===== src/rtl/datapath.sv =====
// ---------------------------------------------------------------------------
// k_and_s_pkg / datapath
//
// Execution datapath of the K&S 16-bit core. It holds the PC, the IR, a 4x16
// register file, the ALU and the flags register. The control unit drives the
// strobes and selects below and receives the decoded instruction and the
// registered flags in return.
//
// Ports:
//   clk                  rising-edge clock for all state
//   rst_n                synchronous active-low reset, overrides every strobe
//   branch               PC update source: 1 = IR target, 0 = PC+1
//   pc_enable            PC update strobe
//   ir_enable            IR <= data_in
//   write_reg_enable     register-file write strobe
//   addr_sel             ram_addr source: 1 = PC, 0 = IR operand field
//   c_sel                1 = ALU result to R[IR[5:4]], 0 = data_in to R[IR[6:5]]
//   operation            ALU op: 00 OR, 01 ADD, 10 SUB, 11 AND
//   flags_reg_enable     flags register load strobe
//   decoded_instruction  combinational decode of IR[15:8]
//   zero_op, neg_op,
//   unsigned_overflow,
//   signed_overflow      registered ALU flags
//   ram_addr             RAM word address
//   data_out             RAM write data = R[IR[6:5]]
//   data_in              RAM read data
// ---------------------------------------------------------------------------
package k_and_s_pkg;
    typedef enum logic [3:0] {
        I_NOP, I_BRANCH, I_BZERO, I_BNEG, I_BNZERO, I_BNNEG,
        I_LOAD, I_STORE, I_MOVE, I_ADD, I_SUB, I_AND, I_OR, I_HALT
    } decoded_instruction_type;
endpackage

module datapath
    import k_and_s_pkg::*;
#(
    parameter int ADDR_WIDTH = 5,
    parameter int RESET_PC   = 0
) (
    input  logic                    clk,
    input  logic                    rst_n,
    input  logic                    branch,
    input  logic                    pc_enable,
    input  logic                    ir_enable,
    input  logic                    write_reg_enable,
    input  logic                    addr_sel,
    input  logic                    c_sel,
    input  logic [1:0]              operation,
    input  logic                    flags_reg_enable,
    output decoded_instruction_type decoded_instruction,
    output logic                    zero_op,
    output logic                    neg_op,
    output logic                    unsigned_overflow,
    output logic                    signed_overflow,
    output logic [ADDR_WIDTH-1:0]   ram_addr,
    output logic [15:0]             data_out,
    input  logic [15:0]             data_in
);

    logic [ADDR_WIDTH-1:0] pc;
    logic [15:0]           ir;
    logic [15:0]           regs [4];

    logic [1:0]  a_sel, b_sel, c_dest, mem_reg, wr_dest;
    logic [15:0] a_val, b_val, wr_data;
    logic [16:0] alu_res;
    logic        alu_sovf;

    // IR[7] carries no field for any instruction.
    logic unused_ir_bit;
    assign unused_ir_bit = ir[7];

    // ---------------- decode ----------------
    always_comb begin
        // NOTE: a default assignment first keeps every path assigned, so no latch is inferred.
        decoded_instruction = I_NOP;
        unique case (ir[15:8])
            8'h01:   decoded_instruction = I_BRANCH;
            8'h02:   decoded_instruction = I_BZERO;
            8'h03:   decoded_instruction = I_BNEG;
            8'h05:   decoded_instruction = I_BNZERO;
            8'h04:   decoded_instruction = I_BNNEG;
            8'h81:   decoded_instruction = I_LOAD;
            8'h82:   decoded_instruction = I_STORE;
            8'h91:   decoded_instruction = I_MOVE;
            8'hA1:   decoded_instruction = I_ADD;
            8'hA2:   decoded_instruction = I_SUB;
            8'hA3:   decoded_instruction = I_AND;
            8'hA4:   decoded_instruction = I_OR;
            8'hFF:   decoded_instruction = I_HALT;
            default: decoded_instruction = I_NOP;
        endcase
    end

    // ---------------- register file reads ----------------
    assign c_dest  = ir[5:4];
    assign a_sel   = ir[3:2];
    // MOVE is issued as OR with b forced to a, so the result is R[a].
    assign b_sel   = (decoded_instruction == I_MOVE) ? ir[3:2] : ir[1:0];
    assign mem_reg = ir[6:5];

    assign a_val    = regs[a_sel];
    assign b_val    = regs[b_sel];
    assign data_out = regs[mem_reg];

    assign ram_addr = addr_sel ? pc : ir[ADDR_WIDTH-1:0];

    // ---------------- ALU ----------------
    // Operands are zero-extended to 17 bits: bit 16 is the ADD carry-out and,
    // for SUB, the borrow (set exactly when a < b unsigned).
    always_comb begin
        alu_res  = '0;
        alu_sovf = 1'b0;
        unique case (operation)
            2'b00: alu_res = {1'b0, a_val | b_val};
            2'b01: begin
                alu_res  = {1'b0, a_val} + {1'b0, b_val};
                alu_sovf = (a_val[15] == b_val[15]) && (alu_res[15] != a_val[15]);
            end
            2'b10: begin
                alu_res  = {1'b0, a_val} - {1'b0, b_val};
                alu_sovf = (a_val[15] != b_val[15]) && (alu_res[15] != a_val[15]);
            end
            2'b11: alu_res = {1'b0, a_val & b_val};
            default: alu_res = '0;
        endcase
    end

    assign wr_dest = c_sel ? c_dest : mem_reg;
    assign wr_data = c_sel ? alu_res[15:0] : data_in;

    // ---------------- state ----------------
    // NOTE: sequential state uses non-blocking assignments so every register samples pre-edge values.
    always_ff @(posedge clk) begin
        if (!rst_n) begin
            pc                <= ADDR_WIDTH'(RESET_PC);
            ir                <= '0;
            zero_op           <= 1'b0;
            neg_op            <= 1'b0;
            unsigned_overflow <= 1'b0;
            signed_overflow   <= 1'b0;
            // NOTE: the register file is small flops, not a RAM macro, so it is reset to a known zero.
            for (int i = 0; i < 4; i++) regs[i] <= '0;
        end else begin
            if (pc_enable)
                pc <= branch ? ir[ADDR_WIDTH-1:0] : pc + 1'b1;
            if (ir_enable)
                ir <= data_in;
            if (write_reg_enable)
                regs[wr_dest] <= wr_data;
            if (flags_reg_enable) begin
                zero_op           <= (alu_res[15:0] == 16'h0000);
                neg_op            <= alu_res[15];
                unsigned_overflow <= alu_res[16];
                signed_overflow   <= alu_sovf;
            end
        end
    end

endmodule


===== config.mk =====
export PLATFORM = sky130hd
export DESIGN_NAME = datapath
export DESIGN_NICKNAME = d
export VERILOG_FILES = /design/src/rtl/datapath.sv
export SDC_FILE = /design/constraint.sdc
export NUM_CORES = 1
export LEC_CHECK = 0
export BUFFER_PORTS_ARGS = -buffer_cell sky130_fd_sc_hd__buf_4
export CAP_MARGIN = 10
export CORE_MARGIN = 4
export CORE_UTILIZATION = 55
export DETAILED_ROUTE_END_ITERATION = 6
export HOLD_SLACK_MARGIN = 0.02
export PLACE_DENSITY = 0.74
export SYNTH_ARGS = -nofsm -noshare
export SYNTH_HDL_FRONTEND = slang
export SYNTH_SLANG_ARGS = --single-unit

===== constraint.sdc =====
create_clock -name clk -period 6.7 [get_ports clk]
set_input_delay 2.01 -clock clk [delete_from_list [all_inputs] [get_ports clk]]
set_output_delay 2.01 -clock clk [all_outputs]
set_load 0.02 [all_outputs]

# ---- Yosys cells after proc, flatten, opt, wreduce, memory -nomap -nowiden
# Memory sizes are Yosys's and may differ from the RTL's. A register that Yosys moved wholly into a read port is not among the register bits.
# Cells that the tools add are included.
dict set report word_totals {
  regBits 25
  mem_bits_rw 64
  input_bits 27
  output_inout_bits 29
  word_cells 57
  memories 1
}
dict set report op_classes {
  n_addsub 3
  n_eq_ne 21
  muxes 19
  bitwise_logic 2
  reduce_logical 5
}
# name words width read_ports rd_clocked_by_memory_dff wr line
set mem_list {}
lappend mem_list {regs 4 16 3 2 4 63} ;# logic [15:0] regs [4];
# operator count
set ops {}
lappend ops {{$pmux W17 S4} 1}
lappend ops {{$eq A8 B8 Y1 const B} 8}
lappend ops {{$pmux W4 S13} 1}
lappend ops {{$mux W16} 2}
lappend ops {{$add A16 B16 Y17} 1}
lappend ops {{$sub A16 B16 Y17} 1}
lappend ops {{$and A16 B16 Y16} 1}
lappend ops {{$eq A8 B2 Y1 const B} 2}
lappend ops {{$eq A8 B3 Y1 const B} 2}
lappend ops {{$logic_not A16 Y1} 1}
lappend ops {{$or A16 B16 Y16} 1}
lappend ops {{$reduce_or A16 Y1} 1}
lappend ops {{$mux W2} 7}
lappend ops {{$mux W5} 2}
lappend ops {{$eq A8 B1 Y1 const B} 1}
lappend ops {{$add A5 B1 Y5 const B} 1}
lappend ops {{$mux W1} 5}
lappend ops {{$eq A2 B2 Y1 const B} 2}
lappend ops {{$eq A4 B4 Y1 const B} 1}
lappend ops {{$ne A1 B1 Y1} 3}
lappend ops {{$eq A2 B1 Y1 const B} 1}
lappend ops {{$logic_and A1 B1 Y1} 2}
lappend ops {{$logic_not A2 Y1} 1}
lappend ops {{$pmux W1 S2} 1}
lappend ops {{$eq A1 B1 Y1} 1}

# ---- Longest topological paths before layout
# Gate-level depths: netlist of the first run.
# An unclocked memory read counts as a cell.
dict set report logic_depth {
  ltp_word 9
  ltp_mapped 21
  depth_no_buf 20
}

# ---- Worst setup path before layout of the first run
# Ideal clock, no wire load.
dict set report synth_path {
  kind {register -> register}
  from {register ir[12]}
  to {memory regs[1][8], data pin}
  setup_ns 0.265
  t_arrival_ns 4.846
  path_slack_ns 1.589
  path_stages_with_launch 17
  path_buffers 2
  path_cell_list {dfxtp_1 -> or3_4 -> nor3_1 -> or3_4 -> mux2i_4 -> buf_12 -> mux4_2 -> ha_1 -> buf_4 -> or3_1 -> o221a_2 -> o31ai_1 -> nor4b_1 -> or4_1 -> mux2_2 -> nand3_1 -> nor2_1}
}
# item line
set synth_rtl {}
lappend synth_rtl {{start, declared} 62} ;# logic [15:0] ir;
lappend synth_rtl {{start signal, assigned} 149} ;# ir <= data_in;
lappend synth_rtl {{end, declared} 63}

==> results of run 1 <==
[logic make-up (layout without fill, tap and decap cells)]
| family | Yosys count | count (layout) |
|---|---|---|
| AOI/OAI and AO/OA | 148 | 148 |
| DFF | 92 | 92 |
| xor gates and xnor gates | 10 | 10 |
| muxes | 92 | 92 |
| adders and majority gates | 57 | 57 |
| buffers and inverters | 113 | 144 |
| and+or+nand+nor | 221 | 221 |
[registers in the layout, indices dropped and copies added, names as in the netlist, named ones only]
| signal | cells |
|---|---|
| zero_op | 1 |
| ir | 15 |
| signed_overflow | 1 |
| pc | 5 |
| regs | 64 |
| neg_op | 1 |
| unsigned_overflow | 1 |
[critical path: cells and delay by family (launching register included)]
kind,cells,cell delay [ps]
flops,1,550
mux,3,1580
compound gates,5,1390
fa+ha+maj,1,480
simple gates,7,1550
[worst min path at each step]
stage | from | cells past startpoint | end | slack, ps
floorplan | pc[1] | 1 | pc[1] | 490
global placement | unsigned_overflow | 1 | unsigned_overflow | 500
detailed placement | unsigned_overflow | 1 | unsigned_overflow | 500
CTS | unsigned_overflow | 1 | unsigned_overflow | 520
global route | unsigned_overflow | 1 | unsigned_overflow | 540
finish | unsigned_overflow | 1 | unsigned_overflow | 510
[stage by stage]
step                hold slack (ps)  setup slack [ps]
detailed placement            498.8             979.1
global placement              499.3              1146
floorplan                     486.8              1589
global route                  536.4             544.1
finish                        514.2             888.3
CTS                           517.2             963.8
[synthesized netlist by cell type (3+ instances only)]
master / number / area share, %
mux4_1: 4 / 1.4
nor3_1: 20 / 1.3
a22o_1: 3 / 0.35
mux4_2: 43 / 13
o2111ai_1: 4 / 0.46
nand4_1: 4 / 0.33
nor2_1: 64 / 3.2
nand2b_1: 8 / 0.66
a221oi_1: 3 / 0.35
a21o_1: 11 / 1.1
nor2b_1: 28 / 2.3
mux2_2: 18 / 2.7
a222oi_1: 3 / 0.40
and4b_1: 3 / 0.40
a32oi_1: 3 / 0.35
edfxtp_1: 64 / 25
a31o_2: 4 / 0.46
a31oi_1: 4 / 0.33
nand2_1: 42 / 2.1
a22oi_1: 5 / 0.49
o211a_1: 4 / 0.53
o31ai_1: 3 / 0.30
nor3b_1: 3 / 0.30
o21bai_1: 5 / 0.49
ha_1: 55 / 9.1
xnor2_1: 9 / 1.0
nand3_1: 21 / 1.4
dfxtp_1: 28 / 7.4
inv_1: 64 / 3.2
or3_1: 5 / 0.41
buf_2: 10 / 0.66
a21oi_1: 38 / 2.5
and3_1: 3 / 0.25
o21ai_0: 15 / 0.99
clkbuf_1: 31 / 1.5
mux2i_1: 23 / 3.0
o211ai_1: 5 / 0.49
buf_1: 4 / 0.20
a211oi_1: 3 / 0.30
nand3b_1: 4 / 0.40
[placed cells by master (no fill, tap or decap), types with 4 or more instances in the layout]
| master | instances |
|---|---|
| a21o_1 | 11 |
| a21oi_1 | 38 |
| a22oi_1 | 5 |
| a31o_2 | 4 |
| a31oi_1 | 4 |
| buf_4 | 63 |
| clkbuf_16 | 9 |
| dfxtp_1 | 28 |
| edfxtp_1 | 64 |
| ha_1 | 55 |
| inv_1 | 64 |
| mux2_2 | 18 |
| mux2i_1 | 23 |
| mux4_1 | 4 |
| mux4_2 | 43 |
| nand2_1 | 42 |
| nand2b_1 | 8 |
| nand3_1 | 21 |
| nand3b_1 | 4 |
| nand4_1 | 4 |
| nor2_1 | 64 |
| nor2b_1 | 28 |
| nor3_1 | 20 |
| o2111ai_1 | 4 |
| o211a_1 | 4 |
| o211ai_1 | 5 |
| o21ai_0 | 15 |
| o21bai_1 | 5 |
| or3_1 | 5 |
| xnor2_1 | 9 |
[per-layer routing]
layer | GRT usage (%) | wire length [um] | vias up
li1 | - | - | 2801
met1 | 37.79 | 8797 | 3053
met2 | 42.79 | 10220 | 341
met3 | 4.222 | 1892 | 36
met4 | 7.717 | 397 | 0
met5 | 0 | 0 | -
[power breakdown]
part	internal [W]	switching (W)	total [W]	leakage, nW
Sequential	0.000642	0.0000338	0.000676	0.898
Combinational	0.000256	0.000365	0.000622	2.36
Clock	0.000252	0.000229	0.000481	0.130
Total	0.00115	0.000628	0.00178	3.39
[final cells by class]
cell class | instances | area, um2
clock buffers | 10 | 229.0
well taps | 176 | 220.2
fillers | 1093 | 5067
repair buffers | 63 | 473.0
clock inverters | 6 | 40.04
inverters | 65 | 244.0
flip-flops and latches | 92 | 2482
multi-input cells | 528 | 4644
==> metrics.txt, run 1 <==
count of buffers added by post-CTS timing repair for setup=0; Detailed Route Iter0 Violations=approximately 1,100; DP Wirelength=approximately 16,000 um; library cells used by synthesis=84; Final Net Count=about 840; nature of the critical path endpoint=flop; post-synthesis to final-layout area growth=9.828%; DIE WIDTH=approximately 130 um; register-to-register setup slack=between 800 and 900 ps; global-route total usage across every layer=26.71%; largest family of logic cells by synthesized area=multiplexers; static leakage power=~3.4 nW; nets in the synthesized netlist=about 820; Clock Pin Slew Worst Setup and Hold Paths=around 70 ps; Synth Area in XOR/XNOR=1.154%; adder and majority gate portion of the synthesized area=under 10%; placed insts=924; number of enable flip-flop cells after synthesis=64; largest net degree at the start of global routing=42; Power Density=~210 mW/mm2; crit path capture=regs[2][15]; number of design rule violations left after detail routing=0; later-pin clock latency in the skew report=about 350 ps; depth of the most critical reg-to-reg path=16; CP Launch Point=ir[8]; worst stage delay on the critical path=between 600 and 700 ps; Max Clk Rate=0.1721 GHz; Mapped Avg Cell Area=just over 10 um2; number of global-route vias before repair=slightly below 6,000; post-detailed-placement cell area=~0.0081 mm2; Port Buffers=55; required time worst endpoint=6790 ps; worst-case clock buffer depth=2; TritonCTS clock tree=yes; Resize count post-CTS=0; WL per Instance=22.66 um; Arrival @ worst endpoint=between 5000 and 6000 ps; worst-path cell with the longest stage delay=mux4_2; simple logic cell fraction of the synthesized area=15.14%; flops & latches, synth=92; area of all placed cells without fillers=roughly 0.0083 mm2; worst slew pin tran=roughly 1100 ps; Final Instance Count excl. Fillers=940; number of clock sinks=92; Inserted Clock Buffers=9; Worst Skew=about 13 ps; RSZ-0062 raised after global routing=false; Main synth FF type=edfxtp_1; worst hold path type=reg2reg; final hold violation count=0; number of cells produced by synthesis=about 730; critical setup path kind=reg2reg; global-route wire length before repair=between 30,000 and 40,000 um; Chip Height=125.5 um; count of antenna-violating nets left after detailed routing=0; final worst path period need=5812 ps; Syn. warnings=0; end of the worst register-to-register path=regs[2][15]; max capacitance violation total=0; PnR Total Power=about 0.0018 W; fraction of registers with async set/reset=0%; Core Footprint=between 0.01 and 0.015 mm2; first-pass iteration count of the detailed router=6; number of rows in the core area=42; total negative slack=0 ps; final estimated routing congestion in global placement=0.9289; Congestion Overflow GR=0; count of pins over their slew limit=0; outcome=complete, no violations; Initial Util=between 50% and 60%; Max-Slew Margin vs Limit=between 20% and 30%; Seq/Total Area, Yosys=32.72%; post-route fraction of the period consumed by the critical path=~87%; vias per std cell=between 6 and 7; Util after Layout=between 60 and 70%; antenna violations before repair=0; total wire length after detailed routing=around 21,000 um; final setup violation count=0; proportion of synthesized area in mux cells=~21%; post-synthesis compound-gate area fraction=between 10% and 20%; number of primary I/O pins=56; Peak VDD IR=0.0001436 V; Worst setup SP type=flop; ordered cell list for the critical path=nand2_1, nor3_1, o2111ai_1, or3_4, mux2i_4, mux4_2, ha_1, nand2b_1, a221oi_4, a2111oi_2, a2111o_1, and4b_4, nor3_4, a32oi_2, mux2i_2, nor2_1; H-tree depth reported by CTS=3; share of cells above drive strength 1=approximately 22%; Post-CTS Hold Fix Bufs=0; root buf cell=clkbuf_16; largest driver fanout on the critical path=13; n_diodes=0; startpoint of the worst register-to-register path=ir[8]; total standard cell area after synthesis=approximately 0.0076 mm2; floorplan die area=about 0.016 mm2; vias=approximately 6,200
Power figures use the tool's default switching activity.
==> run 2, diff against run 1 <==
==> config.mk (replaced) <==
export PLATFORM = sky130hd
export DESIGN_NAME = datapath
export DESIGN_NICKNAME = d
export VERILOG_FILES = /design/src/rtl/datapath.sv
export SDC_FILE = /design/constraint.sdc
export NUM_CORES = 1
export LEC_CHECK = 0
export CAP_MARGIN = 10
export CORE_MARGIN = 4
export CORE_UTILIZATION = 55
export DETAILED_ROUTE_END_ITERATION = 6
export DONT_BUFFER_PORTS = 1
export HOLD_SLACK_MARGIN = 0.02
export PLACE_DENSITY = 0.7
export SYNTH_ARGS = -nofsm -noshare
export SYNTH_HDL_FRONTEND = slang
export SYNTH_SLANG_ARGS = --single-unit
==> constraint.sdc (replaced) <==
create_clock -name clk -period 5.79 [get_ports clk]
set_input_delay 1.737 -clock clk [delete_from_list [all_inputs] [get_ports clk]]
set_output_delay 1.737 -clock clk [all_outputs]
set_load 0.02 [all_outputs]
==> metrics.txt, run 2 (synthesis results as in run 1) <==
outcome=complete, no violations; DP Wirelength=15,350 um (-1.8%); RSZ-0062 raised after global routing=false; count of antenna-violating nets left after detailed routing=0 (unchanged); Top reg by flops=regs; number of rows in the core area=42 (unchanged); TritonCTS clock tree=yes; Power Density=257.2 mW/mm2 (+21%); Initial Util=56.62% (unchanged); commonest non-fill, non-tap cells in the layout=nor2_1 (64), inv_1 (64), edfxtp_1 (64); depth of the most critical reg-to-reg path=19 (+3); Detailed Route Iter0 Violations=918 (-15%); number of global-route vias before repair=5,724 (-3.5%); flip-flop count of the largest register after layout=64 (unchanged); Post-CTS Hold Fix Bufs=0 (unchanged); Final Net Count=799 (-5.2%); later-pin clock latency in the skew report=350 ps (about the same); vias=5,984 (-4.0%); static leakage power=3.182 nW (-6.0%); Arrival @ worst endpoint=5530 ps (-370 ps); number of clock sinks=92 (unchanged); largest net degree at the start of global routing=42 (unchanged); Peak VDD IR=0.0002335 V (+63%); number of primary I/O pins=56 (unchanged); antenna violations before repair=0 (unchanged); Worst setup SP type=flop; floorplan die area=0.01574 mm2 (unchanged); critical setup path kind=reg2reg; total wire length after detailed routing=21,400 um (+0.46%); Chip Height=125.5 um (unchanged); post-synthesis to final-layout area growth=6.069%; max capacitance violation total=0 (unchanged); largest driver fanout on the critical path=15 (+2); post-route fraction of the period consumed by the critical path=93.90% (+7.2 points); worst slew pin tran=1021 ps (-33.02 ps); global-route total usage across every layer=27.12% (+0.41 points); Congestion Overflow GR=0 (unchanged); share of cells above drive strength 1=17.08% (-4.6 points); root buf cell=clkbuf_16; Cells on Worst Hold Path=1 (unchanged); final worst path period need=5437 ps (-375.0 ps); DIE WIDTH=125.5 um (unchanged); Port Buffers=0 (-100%); post-detailed-placement cell area=0.007746 mm2 (-3.9%); worst-path cell with the longest stage delay=mux4_2; global-route wire length before repair=33,310 um (+0.88%); Resize count post-CTS=0 (unchanged); number of design rule violations left after detail routing=0 (unchanged); nature of the critical path endpoint=flop; Worst Skew=9.473 ps (-3.610 ps); Max-Slew Margin vs Limit=31.92% (+2.2 points); count of pins over their slew limit=0 (unchanged); Max Clk Rate=0.1839 GHz (+6.9%); Clock Pin Slew Worst Setup and Hold Paths=70 ps (about the same); final setup violation count=0 (unchanged); registers with the highest flip-flop counts=regs x64, ir x15, pc x5; H-tree depth reported by CTS=3 (unchanged); final hold slack=559.8 ps (+45.60 ps); n_diodes=0 (unchanged); first-pass iteration count of the detailed router=5 (-1); ordered cell list for the critical path=inv_1, nand3_1, o21ai_0, a21oi_1, nor3_1, or3_4, mux2i_4, buf_12, mux4_2, ha_1, buf_4, a221oi_4, a2111oi_2, a2111o_1, and4b_4, nor3_4, a32oi_2, mux2i_2, nor2_1; area of all placed cells without fillers=0.008048 mm2 (-3.4%); worst stage delay on the critical path=550 ps (-80 ps); final hold violation count=0 (unchanged); worst hold path type=reg2reg; total negative slack=0 ps (unchanged); count of buffers added by post-CTS timing repair for setup=0 (unchanged); final estimated routing congestion in global placement=0.9002 (-3.1%); WL per Instance=23.89 um (+5.4%); Core Footprint=0.01340 mm2 (unchanged); worst-case clock buffer depth=2 (unchanged); vias per std cell=6.679 (+0.75%); Inserted Clock Buffers=9 (unchanged); required time worst endpoint=5880 ps (-910 ps)
-- run 2: layout make-up --
cell class                 count  area, um2
multi-input combinational    528       4644
tap                          176      220.2
timing repair buffer          19      155.1
clock inverter                 5      58.81
inverter                      65      244.0
clock buffer                  11      242.7
sequential                    92       2482
fill                        1123       5353
-- run 2: power by group --
group | internal [W] | switching (W)
sequential | 0.000743 | 0.0000372
clock | 0.000348 | 0.000261
combinational | 0.000281 | 0.000400
total | 0.00137 | 0.000699
-- run 2: per-layer routing --
layer / track usage, % / share of wire [%]
met3: 5.928 / 8.9
met5: 0 / 0
met1: 38.67 / 42
met2: 42.54 / 47
met4: 6.505 / 1.8
-- run 2: stage by stage --
stage                     std cells  power, W  utilization [%]  setup slack [ps]
final                           896  0.002070            60.06             353.3
after detailed placement        880  0.001456            57.81             473.4
after global routing            896  0.002167            60.06             74.55
after global placement          880  0.001444            57.81             598.5
after CTS                       896  0.002061            60.06             440.1
after floorplan                 733  0.001304                -             678.8
-- run 2: path summary, 6_finish.rpt --
kind	start	to	slack [ps]
worst max-delay path	ir[9]	regs[2][15]	350
worst min-delay path	pc[1]	pc[1]	560
worst min register to register	pc[1]	pc[1]	560
worst max register to register	ir[9]	regs[2][15]	350
-- run 2: worst max-delay path: cells and delay by family, from the launching register on --
kind	cells	cell delay (ps)
buffers and inverters	3	530
adders and majority gates	1	450
AOI/OAI and AO/OA	6	1440
DFF	1	530
and+or+nand+nor	6	1070
muxes	3	1130
